$ cat src/rtl/traffic_light_pkg.sv
// Shared types and constants for the multi-arm junction controller.
// The PED_FLASH state exists only when TRAFFIC_PED_FLASH_EN is defined.
package traffic_light_pkg;

    // Width of one {red, amber, green} lamp field.
    localparam int unsigned LAMP_W = 3;

    localparam logic [LAMP_W-1:0] LAMP_RED   = 3'b100;
    localparam logic [LAMP_W-1:0] LAMP_RA    = 3'b110;
    localparam logic [LAMP_W-1:0] LAMP_GREEN = 3'b001;
    localparam logic [LAMP_W-1:0] LAMP_AMBER = 3'b010;

    typedef enum logic [2:0] {
        IDLE      = 3'd0,
        RED_AMBER = 3'd1,
        GREEN     = 3'd2,
        AMBER     = 3'd3,
        ALL_RED   = 3'd4,
`ifdef TRAFFIC_PED_FLASH_EN
        PED_WALK  = 3'd5,
        PED_FLASH = 3'd6
`else
        PED_WALK  = 3'd5
`endif
    } state_t;

    function automatic int unsigned max_u(input int unsigned a, input int unsigned b);
        return (a > b) ? a : b;
    endfunction

endpackage

$ cat src/rtl/phase_timer.sv
// Phase down-counter. Loading value V makes expired rise V cycles later,
// so a phase loaded with TICKS-1 on entry lasts exactly TICKS cycles.
module phase_timer #(
    parameter int unsigned WIDTH = 3
) (
    input  logic             clock,
    input  logic             reset,
    input  logic             load,
    input  logic [WIDTH-1:0] load_value,
    output logic             expired
);

    logic [WIDTH-1:0] count_q;
    logic [WIDTH-1:0] count_d;

    // Load wins; otherwise count down and hold at zero.
    always_comb begin
        count_d = count_q;
        if (load) begin
            count_d = load_value;
        end else if (count_q != '0) begin
            count_d = count_q - 1'b1;
        end
    end

    // Counter register, cleared asynchronously.
    always_ff @(posedge clock or negedge reset) begin
        if (!reset) begin
            count_q <= '0;
        end else begin
            count_q <= count_d;
        end
    end

    assign expired = (count_q == '0);

endmodule

$ cat src/rtl/traffic_light_junction.sv
// Multi-arm junction controller: rotates right-of-way round NUM_ARMS
// approaches and inserts a pedestrian walk after the all-red that follows
// a request. Define TRAFFIC_PED_FLASH_EN to add a flashing phase after walk.
// Lamp outputs are registered from next-state so they change with the state.
module traffic_light_junction
    import traffic_light_pkg::*;
#(
    parameter int unsigned NUM_ARMS     = 2,
    parameter int unsigned RA_TICKS     = 1,
    parameter int unsigned GREEN_TICKS  = 4,
    parameter int unsigned AMBER_TICKS  = 2,
    parameter int unsigned ALLRED_TICKS = 1,
    parameter int unsigned WALK_TICKS   = 4,
    parameter int unsigned FLASH_TICKS  = 2
) (
    input  logic                         clock,
    input  logic                         reset,
    input  logic                         start,
    input  logic                         ped_request,
    output logic                         ped_wait,
    output logic [LAMP_W*NUM_ARMS+1:0]   lightseq
);

    localparam int unsigned ARM_W     = (NUM_ARMS > 1) ? $clog2(NUM_ARMS) : 1;
    localparam int unsigned MAX_TICKS = max_u(max_u(max_u(RA_TICKS, GREEN_TICKS),
                                                    max_u(AMBER_TICKS, ALLRED_TICKS)),
                                              max_u(WALK_TICKS, FLASH_TICKS));
    localparam int unsigned TW        = $clog2(MAX_TICKS) + 1;
    localparam int unsigned LW        = LAMP_W * NUM_ARMS + 2;
    localparam int unsigned PED_G     = LAMP_W * NUM_ARMS;
    localparam logic [LW-1:0]    LIGHTS_RESET = {2'b10, {NUM_ARMS{LAMP_RED}}};
    localparam logic [ARM_W-1:0] LAST_ARM     = ARM_W'(NUM_ARMS - 1);

    state_t           state_q, state_d;
    logic [ARM_W-1:0] arm_q, arm_d, arm_next;
    logic             pend_q, pend_d;
    logic [LW-1:0]    lights_q, lights_d;
    logic             ped_green_d;
    logic             in_ped;
    logic             timer_load;
    logic [TW-1:0]    timer_value;
    logic             expired;

    assign arm_next = (arm_q == LAST_ARM) ? '0 : arm_q + 1'b1;

`ifdef TRAFFIC_PED_FLASH_EN
    assign in_ped = (state_q == PED_WALK) || (state_q == PED_FLASH);
`else
    assign in_ped = (state_q == PED_WALK);
`endif

    // Next state and active arm.
    always_comb begin
        state_d = state_q;
        arm_d   = arm_q;
        case (state_q)
            IDLE: begin
                if (start) state_d = RED_AMBER;
            end
            RED_AMBER: begin
                if (expired) state_d = GREEN;
            end
            GREEN: begin
                if (expired) state_d = AMBER;
            end
            AMBER: begin
                if (expired) state_d = ALL_RED;
            end
            ALL_RED: begin
                if (expired) begin
                    if (pend_q) begin
                        state_d = PED_WALK;
                    end else begin
                        state_d = RED_AMBER;
                        arm_d   = arm_next;
                    end
                end
            end
            PED_WALK: begin
                if (expired) begin
`ifdef TRAFFIC_PED_FLASH_EN
                    state_d = PED_FLASH;
`else
                    state_d = RED_AMBER;
                    arm_d   = arm_next;
`endif
                end
            end
`ifdef TRAFFIC_PED_FLASH_EN
            PED_FLASH: begin
                if (expired) begin
                    state_d = RED_AMBER;
                    arm_d   = arm_next;
                end
            end
`endif
            default: begin
                state_d = IDLE;
                arm_d   = '0;
            end
        endcase
    end

    // Every transition is a state change, so reload the timer on any change.
    always_comb begin
        timer_load  = (state_d != state_q);
        timer_value = '0;
        case (state_d)
            RED_AMBER: timer_value = TW'(RA_TICKS - 1);
            GREEN:     timer_value = TW'(GREEN_TICKS - 1);
            AMBER:     timer_value = TW'(AMBER_TICKS - 1);
            ALL_RED:   timer_value = TW'(ALLRED_TICKS - 1);
            PED_WALK:  timer_value = TW'(WALK_TICKS - 1);
`ifdef TRAFFIC_PED_FLASH_EN
            PED_FLASH: timer_value = TW'(FLASH_TICKS - 1);
`endif
            default:   timer_value = '0;
        endcase
    end

    // Pending request: set outside pedestrian phases, clear on walk entry (clear wins).
    always_comb begin
        pend_d = pend_q;
        if (ped_request && !in_ped) pend_d = 1'b1;
        if ((state_d == PED_WALK) && (state_q != PED_WALK)) pend_d = 1'b0;
    end

    // Lamp word for the next state; only the active arm leaves red.
    always_comb begin
        lights_d    = LIGHTS_RESET;
        ped_green_d = 1'b0;
        for (int i = 0; i < int'(NUM_ARMS); i++) begin
            if (ARM_W'(i) == arm_d) begin
                case (state_d)
                    RED_AMBER: lights_d[LAMP_W*i +: LAMP_W] = LAMP_RA;
                    GREEN:     lights_d[LAMP_W*i +: LAMP_W] = LAMP_GREEN;
                    AMBER:     lights_d[LAMP_W*i +: LAMP_W] = LAMP_AMBER;
                    default:   lights_d[LAMP_W*i +: LAMP_W] = LAMP_RED;
                endcase
            end
        end
        if (state_d == PED_WALK) begin
            ped_green_d = 1'b1;
`ifdef TRAFFIC_PED_FLASH_EN
        end else if ((state_d == PED_FLASH) && (state_q == PED_FLASH)) begin
            // Flash starts dark on entry, then toggles each cycle.
            ped_green_d = ~lights_q[PED_G];
`endif
        end
        lights_d[PED_G]     = ped_green_d;
        lights_d[PED_G + 1] = ~ped_green_d;
    end

    // State, arm, pending flag and registered lamp outputs.
    always_ff @(posedge clock or negedge reset) begin
        if (!reset) begin
            state_q  <= IDLE;
            arm_q    <= '0;
            pend_q   <= 1'b0;
            lights_q <= LIGHTS_RESET;
        end else begin
            state_q  <= state_d;
            arm_q    <= arm_d;
            pend_q   <= pend_d;
            lights_q <= lights_d;
        end
    end

    phase_timer #(
        .WIDTH (TW)
    ) u_phase_timer (
        .clock      (clock),
        .reset      (reset),
        .load       (timer_load),
        .load_value (timer_value),
        .expired    (expired)
    );

    assign lightseq = lights_q;
    assign ped_wait = pend_q;

endmodule

$ cat config.mk
export PLATFORM = sky130hd
export DESIGN_NAME = traffic_light_junction
export DESIGN_NICKNAME = d
export VERILOG_FILES = /design/src/rtl/traffic_light_pkg.sv /design/src/rtl/phase_timer.sv /design/src/rtl/traffic_light_junction.sv
export SDC_FILE = /design/constraint.sdc
export NUM_CORES = 1
export LEC_CHECK = 0
export ABC_AREA = 1
export CAP_MARGIN = 10
export CORE_MARGIN = 8
export CORE_UTILIZATION = 49
export CTS_CLUSTER_SIZE = 10
export DETAILED_ROUTE_END_ITERATION = 8
export DONT_BUFFER_PORTS = 1
export GPL_TIMING_DRIVEN = 0
export PLACE_DENSITY = 0.61
export SLEW_MARGIN = 20
export SYNTH_ARGS = -nofsm -noshare
export SYNTH_HDL_FRONTEND = slang
export SYNTH_HIERARCHICAL = 1
export SYNTH_SLANG_ARGS = --single-unit
$ cat constraint.sdc
create_clock -name clock -period 4.9 [get_ports clock]
set_clock_uncertainty 0.1 [all_clocks]
set_input_delay 0.98 -clock clock [delete_from_list [all_inputs] [get_ports clock]]
set_output_delay 0.98 -clock clock [all_outputs]
set_load 0.02 [all_outputs]
Yosys cells after proc, flatten, opt, wreduce, memory -nomap -nowiden --
Index checks and enable logic that the tools add are counted.
Storage, ports and cells: flip-flop bits (word level) 16, bits in latches 0, bits in writable memories 0, memory bits (read-only) 0, bits of input ports 4, output and inout bits 9, word-level logic and storage cells 51, memories 0
Operators by class: add/subtract/negate cells 2, multiply operators 0, divide/modulo/power cells 0, $lt $le $gt $ge 0, equal/unequal tests 11, shift operators 0, mux-type cells 22, bitwise logic cells 1, reductions and logical operators 10
Operators by type and width (count):
- $mux 3 | 11
- $pmux 3 s6 | 1
- $eq 3x2->1 const B | 4
- $eq 3x3->1 const B | 3
- $pmux 3 s3 | 1
- $mux 1 | 7
- $eq 3x1->1 const B | 2
- $logic_not 3->1 | 2
- $pmux 2 s2 | 1
- $reduce_bool 2->1 | 2
- $reduce_or 4->1 | 1
- $ne 3x3->1 | 1
- $ne 3x3->1 const B | 1
- $pmux 1 s3 | 1
- $reduce_bool 3->1 | 1
- $sub 3x1->3 const B | 1
- $logic_and 1x1->1 | 2
- $reduce_or 2->1 | 1
- $add 1x1->1 const B | 1
- $logic_not 1->1 | 1
- $not 1->1 | 1

Depth between registers and ports, before layout --
Gate-level depths: netlist of the first run.
depth after elaboration 7, depth in mapped cells 15, mapped depth without buffers 15

Cells and area by module --
Netlist of the first run, hierarchy kept.
Modules (own cells, without submodules):
- traffic_light_junction | times used 1, cells an instance 66, area each 594.3 um^2, seq. area each 329.1 um^2
- phase_timer | times used 1, cells an instance 32, area each 207.7 um^2, seq. area each 75.1 um^2

Worst setup path after synthesis of the first run --
Ideal clock, no wire load.
kind input-to-reg, start point input start, end point register u_phase_timer.count_q[1], library setup time 0.116 ns, arrival time 1.721 ns, data required time 4.684 ns, setup slack 2.963 ns, cell stages on the path 9, buffers on the path 0, cells stage by stage nand2_1 nor2_2 nor2_4 nand2_4 nand2_1 nand2_1 o21ai_0 nand2_1 nand2_1
On the way: elaborated cells on any way between the ends 10, classes of those cells eq/ne: 4; mux: 4; reduce/logical: 2
RTL lines:
- start: declaration | RTL line traffic_light_junction.sv:18 | input logic start,
- $mux 3 (*) | RTL line traffic_light_junction.sv:58 | if (start) state_d = RED_AMBER;
- $pmux 3 s6 (*) | RTL line traffic_light_junction.sv:56 | case (state_q)
- net state_d[0] | RTL line traffic_light_junction.sv:34 | state_t state_q, state_d;
- $ne 3x3->1 (*) | RTL line traffic_light_junction.sv:106 | timer_load = (state_d != state_q);
- net timer_load | RTL line traffic_light_junction.sv:40 | logic timer_load;
- $mux 3 / $reduce_bool 2->1 (equally long branches)
- end signal: assignment | RTL line phase_timer.sv:31 | count_q <= count_d;
- end: declaration | RTL line phase_timer.sv:13 | logic [WIDTH-1:0] count_q;
The timed path passes the listed nets; every way through them passes the cells marked *. A chain may end at the register's enable or synchronous reset.

Worst setup path after layout of the first run --
start point register u_phase_timer.count_q[0], end point register u_phase_timer.count_q[0]
On the way: elaborated cells on any way between the ends 18, classes of those cells add/sub: 1; eq/ne: 4; mux: 9; reduce/logical: 4
RTL lines:
- $logic_not 3->1 (*) | RTL line phase_timer.sv:35 | assign expired = (count_q == '0);
- net expired | RTL line traffic_light_junction.sv:42 | logic expired;
- $mux 3, on equally long branches
- $pmux 3 s6 (*) | RTL line traffic_light_junction.sv:56
- net state_d[0] | RTL line traffic_light_junction.sv:34
- $ne 3x3->1 (*) | RTL line traffic_light_junction.sv:106
- net timer_load | RTL line traffic_light_junction.sv:40
- $mux 3 / $reduce_bool 2->1 (equally long branches)
The timed path passes the listed nets; every way through them passes the cells marked *. The select of a mux whose other input is x is not followed.

==> results of run 1 <==
==> cells in the mapped netlist (all sizes together) <==
cell    instances  area [um^2]
nand2          36          158
inv            17         63.8
dfrtp          13          325
nor2           10         52.6
nand3           6         40.0
o21ai           6         30.0
dfstp           3         78.8
a21oi           2         10.0
ha              2         25.0
conb            1         3.75
o21a            1         7.51
o21bai          1         7.51
==> critical path, cell delays in order, from the launching register on <==
cell     delay [ps]
dfrtp_1         400
inv_1            80
ha_1            190
inv_1            60
nor2_2          170
nand2_1         140
nand3_2          90
nand2_1          60
nand2_2          70
nand2_4          90
nand2_1          70
nand2_1         150
nand2_1         110
o21ai_0          80
nand2_1          70
nand2_1          50
==> cells by family (layout without fill, tap and decap cells) <==
kind of cell / after synthesis / in the layout / synth area share
simple gates: 52 / 52 / 0.312
buf+inv: 17 / 21 / 0.0796
other cells: 1 / 1 / 0.00468
flops: 16 / 16 / 0.504
compound gates: 10 / 10 / 0.0687
fa+ha+maj: 2 / 2 / 0.0312
==> through the flow <==
step / setup WS [ps] / utilization / std cells
3_3_place_gp: 2830 / 0.539 / 114
3_5_place_dp: 2820 / 0.539 / 114
4_1_cts: 2800 / 0.557 / 118
2_1_floorplan: 2960 / - / 98
5_1_grt: 2520 / 0.557 / 118
6_report: 2810 / 0.557 / 118
==> state kept, by name, summed over array words and instances, names as in the netlist <==
name / cells
lightseq: 8
state_q: 3
u_phase_timer/count_q: 3
arm_q: 1
ped_wait: 1
==> final cells by class <==
class                           instances  share of cell area
Clock buffer                            4              0.0310
Sequential cell                        16               0.476
Multi-Input combinational cell         65               0.394
Tap cell                               16              0.0236
Inverter                               17              0.0752
==> final timing paths <==
path                                     startpoint                       end  slack, ps  cells after the start
max reg2reg                u_phase_timer/count_q[0]  u_phase_timer/count_q[0]       2810                     15
max                        u_phase_timer/count_q[0]  u_phase_timer/count_q[0]       2810                     15
max in group asynchronous                     reset               lightseq[5]       4240                      0
min in group clock         u_phase_timer/count_q[1]  u_phase_timer/count_q[1]        400                      2
min                                           reset               lightseq[6]        270                      0
min reg2reg                u_phase_timer/count_q[1]  u_phase_timer/count_q[1]        400                      2
==> routing by layer <==
metal	GRT usage	vias to the layer above	routed length (um)
met1	0.115	268	616
met3	0.0472	0	104
li1	-	307	-
met5	0	-	0
met4	0.0309	0	0
met2	0.132	7	607
==> flow_metrics.tcl, run 1 <==
set metrics [dict create \
    status "finished, final reports clean" \
    placed_area_um2 822 \
    synth-seq-cells 16 \
    first_pass_iters 4 \
    layout_common_cells "nand2_1, inv_1, dfrtp_1" \
    grt_overflow 0 \
    htreeDepth 1 \
    clk_path_buf_depth 2 \
    arrival_ps 2170 \
    area_growth_pct 5.77 \
    synth_seq_area_share 0.504 \
    drv_cap 0 \
    worstSetupPathType "reg -> reg" \
    place_congestion 0.864 \
    cts_tree "yes" \
    synthesis.nets 104 \
    clock-sinks 16 \
    synth_cell_types 18 \
    clk_latency_ps 280 \
    grt_max_degree 17 \
    die_w_um 56.5 \
    start_util 0.526 \
    final_cell_area_um2 848 \
    wirelength_mm 1.33 \
    fin_hold_ws_ps 275 \
    ctsResizeCount 0 \
    finalHoldViolCount 0 \
    cp-start-kind "flop" \
    fmax_mhz 479 \
    dp.final_hpwl_mm 1.03 \
    drc 0 \
    cts-hold-fix-buffers 0 \
    hp-class "in -> async" \
    portBuffers 0 \
    drt_iter0_drc 14 \
    postCtsSetupRepairBufs 0 \
    rows 14 \
    cp.required_ps 4990 \
    grt_use_total 0.0919 \
    final_antenna_net_count 0 \
    cts.clk_slew.worst_paths_ps 100 \
    wl_per_cell_um 11.3 \
    antenna_found_initial 0 \
    worstPathMaxFanout 8 \
    avgSynthCellArea_um2 8.18 \
    drive_above_1_share 0.196 \
    yosys_warnings 6 \
    maxSlewViolCount 0 \
    end_kind "flop" \
    ios 13 \
    vias 582 \
    fillers 146 \
    grt_pass1_wl_mm 2.43 \
    dieHeight_um 56.5 \
    first_global_vias 567 \
    diodes 0 \
    final_nets 109 \
    rsz0062_at_grt "no" \
    cts_root_buffer "clkbuf_4" \
    synthCells 98 \
    layout_min_cycle_time_ps 2090 \
    syn_area_um2 802 \
    multi_input_area_um2 334 \
    mostFrequentLayoutCell "nand2_1" \
    numCtsBuffers 3 \
    period_share 0.426 \
    setup_viol 0 \
    ff_latch_area_um2 404 \
    finalSetupTns_ps 0 \
    die_area_um2 3190 \
    vias_per_cell 4.93 \
    fp.coreArea_um2 1520 \
]
Power of run 1 is not shown: default switching activity piles up to over one toggle a cycle in this logic, so the estimate is an artifact.
==> inputs of run 2 (changes only) <==
Settings changed: ABC_AREA 1 to 0.
Clock period 4.9 ns to 2.09 ns, I/O delays scaled along.
==> flow_metrics.tcl, run 2 <==
set metrics [dict create \
    status "finished, final reports clean" \
    die_w_um 57.8 \
    synthArstFlopShare 1.00 \
    worstReg2RegEnd "u_phase_timer/count_q[1]" \
    cp-start-kind "flop" \
    drive_above_1_share 0.232 \
    synth_edf_count 0 \
    cp.required_ps 2180 \
    dieHeight_um 57.8 \
    worst_pin_slew_ps 685 \
    worstSetupPathType "reg -> reg" \
    drv_cap 0 \
    ys.flop_type "dfrtp_1" \
    vias 644 \
    dp_slack_ps -17.0 \
    rsz0062_at_grt "no" \
    regToRegStartpoint "u_phase_timer/count_q[0]" \
    powerDensity_nw_per_um2 1660 \
    maxSlewViolCount 0 \
    synth_area_leaders "dfrtp_1, dfstp_2, a21oi_1" \
    clk_path_buf_depth 2 \
    die_area_um2 3340 \
    ir_worst_vdd_mv 0.722 \
    layout_common_cells "dfrtp_1, a21oi_1, nor2_1" \
    setup_viol 0 \
    r2r_slack_ps 160 \
    clk_latency_ps 290 \
    dp.final_hpwl_mm 1.19 \
    antenna_found_initial 0 \
    total_power_uw 1570 \
    place_congestion 0.798 \
    diodes 0 \
    clock-sinks 16 \
    grt_max_degree 17 \
    grt_use_total 0.108 \
    place_inst 105 \
    p_leak_uw 0.000416 \
    period_share 0.922 \
    arrival_ps 2010 \
    htreeDepth 1 \
    largest_register_ff_count 8 \
    synth_common_cells "dfrtp_1, inv_1, a21oi_1, nor2_1, o21ai_0" \
    grt_pass1_wl_mm 2.77 \
    numCtsBuffers 3 \
    fmax_mhz 519 \
    fin_hold_ws_ps 160 \
    worst_slack_ps 163 \
    fp.coreArea_um2 1690 \
    synth_seq_area_share 0.473 \
    avgSynthCellArea_um2 9.71 \
    yosysTopAreaCellShare 0.381 \
    first_pass_iters 4 \
    cts_tree "yes" \
    wl_per_cell_um 15.0 \
    hp-class "in -> reg" \
    stdcell_count 112 \
    synth-seq-cells 16 \
    cp-startpoint "u_phase_timer/count_q[0]" \
    ios 13 \
    drc 0 \
    layout_min_cycle_time_ps 1930 \
    synthesis.nets 94 \
    cts.clk_slew.worst_paths_ps 90 \
    max_slew_margin 0.542 \
    rows 15 \
    synth_most_common_cell "dfrtp_1" \
    finalSetupTns_ps 0 \
    end_kind "flop" \
    wirelength_mm 1.68 \
    area_growth_pct 10.5 \
    synthCells 88 \
    first_global_vias 602 \
    final_antenna_net_count 0 \
    final_nets 102 \
    drt_iter0_drc 16 \
    syn_area_um2 855 \
    synth_cell_types 34 \
    reg2reg_depth 10 \
    endpoint "u_phase_timer/count_q[1]" \
    yosys.area.top_type "dfrtp_1" \
    worstPathMaxFanout 10 \
    mostFrequentLayoutCell "dfrtp_1" \
    start_util 0.506 \
    vias_per_cell 5.75 \
    portBuffers 0 \
    grt_overflow 0 \
    cts_root_buffer "clkbuf_4" \
    finalHoldViolCount 0 \
    yosys_warnings 6 \
]
==> run 2: cell families (layout without fill, tap and decap cells) <==
kind of cell,count (synthesis),in the layout,synth area share
mux,1,1,0.0117
xor+xnor,2,2,0.0205
simple gates,29,29,0.209
other cells,1,1,0.00439
compound gates,24,24,0.183
fa+ha+maj,2,2,0.0293
flops,16,16,0.473
buf+inv,13,20,0.0688
==> run 2: critical path, stage by stage, from the launching register on <==
cell      delay, ps
dfrtp_1         380
inv_2            60
ha_4            160
nand2b_1        110
inv_2            70
buf_6           140
mux2i_1         130
a211o_1         310
o31ai_1          70
nor2b_1          80
a311oi_1        210
==> run 2: worst min-delay path by stage <==
stage	slack, ps	endpoint	cells after the start	from
6_report	160	ped_wait	1	ped_request
5_1_grt	150	ped_wait	1	ped_request
4_1_cts	150	ped_wait	1	ped_request
3_5_place_dp	20	state_q[1]	0	reset
3_3_place_gp	20	lightseq[6]	0	reset
2_1_floorplan	20	arm_q	0	reset
==> run 2: stage by stage <==
stage	area, um^2	util
detailed placement	876	0.519
global placement	876	0.519
floorplan	855	-
finish	945	0.559
CTS	927	0.549
global route	945	0.559
==> run 2: layout make-up <==
| type | count | area [um^2] |
|---|---|---|
| Fill cell | 155 | 744 |
| Multi-Input combinational cell | 59 | 405 |
| Sequential cell | 16 | 404 |
| Inverter | 9 | 33.8 |
| Buffer | 4 | 28.8 |
| Clock buffer | 4 | 26.3 |
| Timing Repair Buffer | 3 | 25.0 |
| Tap cell | 17 | 21.3 |
==> run 2: power breakdown <==
group          internal, uW  leakage, uW  switching (uW)
Combinational           372     0.000215             440
Sequential              446     0.000187             141
Clock                  74.2    0.0000150            96.8
==> run 2: routing by layer <==
metal / GRT usage / part of all wire
met1: 0.134 / 0.44
met2: 0.162 / 0.46
met3: 0.0309 / 0.067
met4: 0.0629 / 0.025
met5: 0 / 0
==> run 2: timing repair <==
action | 4_1_cts | 5_1_grt
pin swaps | 0 | 2
endpoints found under the hold margin | 16 | 0
resized for setup | 1 | 6
hold buffers | 1 | 0
setup endpoints to repair | 2 | 3
buffers inserted | 2 | 0
Note: power is estimated with default switching activity, not from simulation.
==> inputs of run 3 (changes only) <==
Clock period 2.09 ns to 2.4 ns, I/O delays scaled along.
==> flow_metrics.tcl, run 3 (synthesis gave the netlist of run 2 again) <==
set metrics [dict create \
    routed.top_layer "met4" \
    finalSetupTns_ps 0 \
    clk_latency_ps 290 \
    portBuffers 0 \
    mostFrequentLayoutCell "dfrtp_1" \
    first_pass_iters 4 \
    fillers 158 \
    rsz0062_at_grt "no" \
    setup_viol 0 \
    finalHoldViolCount 0 \
    clk_path_buf_depth 2 \
    wl_per_cell_um 15.0 \
    wirelength_mm 1.65 \
    p_leak_uw 0.000410 \
    dp_slack_ps 293 \
    final_antenna_net_count 0 \
    rows 15 \
    layout_min_cycle_time_ps 2160 \
    drv_cap 0 \
    worstPathMaxFanout 10 \
    drc 0 \
    drt-met1-wl_um 746 \
    ir_worst_vdd_mv 0.553 \
    vias_per_cell 5.74 \
    wl_met2_um 756 \
    powerDensity_nw_per_um2 1440 \
    end_kind "flop" \
    worst_pin_slew_ps 686 \
    place_congestion 0.798 \
    vias 631 \
    hp-class "in -> reg" \
    dp.final_hpwl_mm 1.19 \
    postCtsSetupRepairBufs 0 \
    cts.clk_slew.worst_paths_ps 100 \
    cts_tree "yes" \
    antenna_found_initial 0 \
    layout_common_cells "dfrtp_1, inv_1, a21oi_1, nor2_1, o21ai_0" \
    period_share 0.901 \
    cp-start-kind "flop" \
    diodes 0 \
    drt_iter0_drc 14 \
    maxSlewViolCount 0 \
    cts_root_buffer "clkbuf_4" \
    fmax_mhz 462 \
    die_w_um 57.8 \
    fp.coreArea_um2 1690 \
    max_slew_margin 0.541 \
    grt_use_total 0.107 \
    htreeDepth 1 \
    arrival_ps 2250 \
    ios 13 \
    area_growth_pct 6.73 \
    grt_overflow 0 \
    worstSetupPathType "reg -> reg" \
    grt_pass1_wl_mm 2.75 \
    first_global_vias 600 \
    die_area_um2 3340 \
    status "finished, final reports clean" \
    largest_register_ff_count 8 \
    drive_above_1_share 0.161 \
    cp.required_ps 2490 \
    clock-sinks 16 \
    start_util 0.506 \
    numCtsBuffers 3 \
    final_nets 100 \
    dieHeight_um 57.8 \
    worst_slack_ps 238 \
    grt_max_degree 17 \
    wl_met3_um 99 \
]
## run 3: cell count changes in the layout (fill, tap and decap cells not counted)
| cell | change |
|---|---|
| buf_4 | -1 |
| buf_6 | -1 |
| ha_1 | +1 |
| ha_4 | -1 |
| inv_1 | +3 |
| inv_2 | -3 |
| o21a_1 | +1 |
| o21a_2 | -1 |
## run 3: layout make-up
cell class,instances,area (um^2),area share
buffer,4,25.0,0.0274
clock buffer,4,26.3,0.0288
multi-input combinational,59,392,0.429
sequential,16,404,0.443
inverter,9,33.8,0.0370
timing repair buffer,1,10.0,0.0110
tap,17,21.3,0.0233
## run 3: worst max-delay path, cell delays in order (launching register included)
cell and delay, ps:
dfrtp_1 380, inv_1 70, ha_1 230, nand2b_1 150, inv_1 110, buf_4 180, mux2i_1 140, a211o_1 310
o31ai_1 70, nor2b_1 80, a311oi_1 250
## run 3: metal layers
metal / vias to the layer above / global-route usage
met5: - / 0
met4: 0 / 0.0629
met3: 4 / 0.0309
met2: 13 / 0.162
met1: 299 / 0.131
li1: 315 / -
## run 3: power by group
part | switching (uW) | internal (uW)
clock | 85.1 | 64.6
combinational | 367 | 287
sequential | 122 | 389
## run 3: timing repair
action,in CTS,in global routing
resized for setup,0,0
hold buffers,1,0
hold endpoints to repair,16,0
## run 3: per-stage QoR
stage               instance area, um^2  total power [uW]   util  hold slack, ps  std cells
floorplan                           855              1030      -            84.4         88
global placement                    876              1140  0.519            84.9        105
detailed placement                  876              1160  0.519            85.0        105
CTS                                 912              1320  0.540             215        110
global route                        912              1420  0.540             208        110
finish                              912              1310  0.540             221        110
## run 3: worst paths after layout
check | startpoint | endpoint | slack [ps] | depth (start not counted)
min | ped_request | ped_wait | 220 | 1
max reg2reg | u_phase_timer/count_q[0] | u_phase_timer/count_q[1] | 240 | 10
min reg2reg | arm_q | lightseq[0] | 400 | 1
min in group asynchronous | reset | lightseq[3] | 560 | 1
max | u_phase_timer/count_q[0] | u_phase_timer/count_q[1] | 240 | 10
max in group asynchronous | reset | u_phase_timer/count_q[1] | 1200 | 1
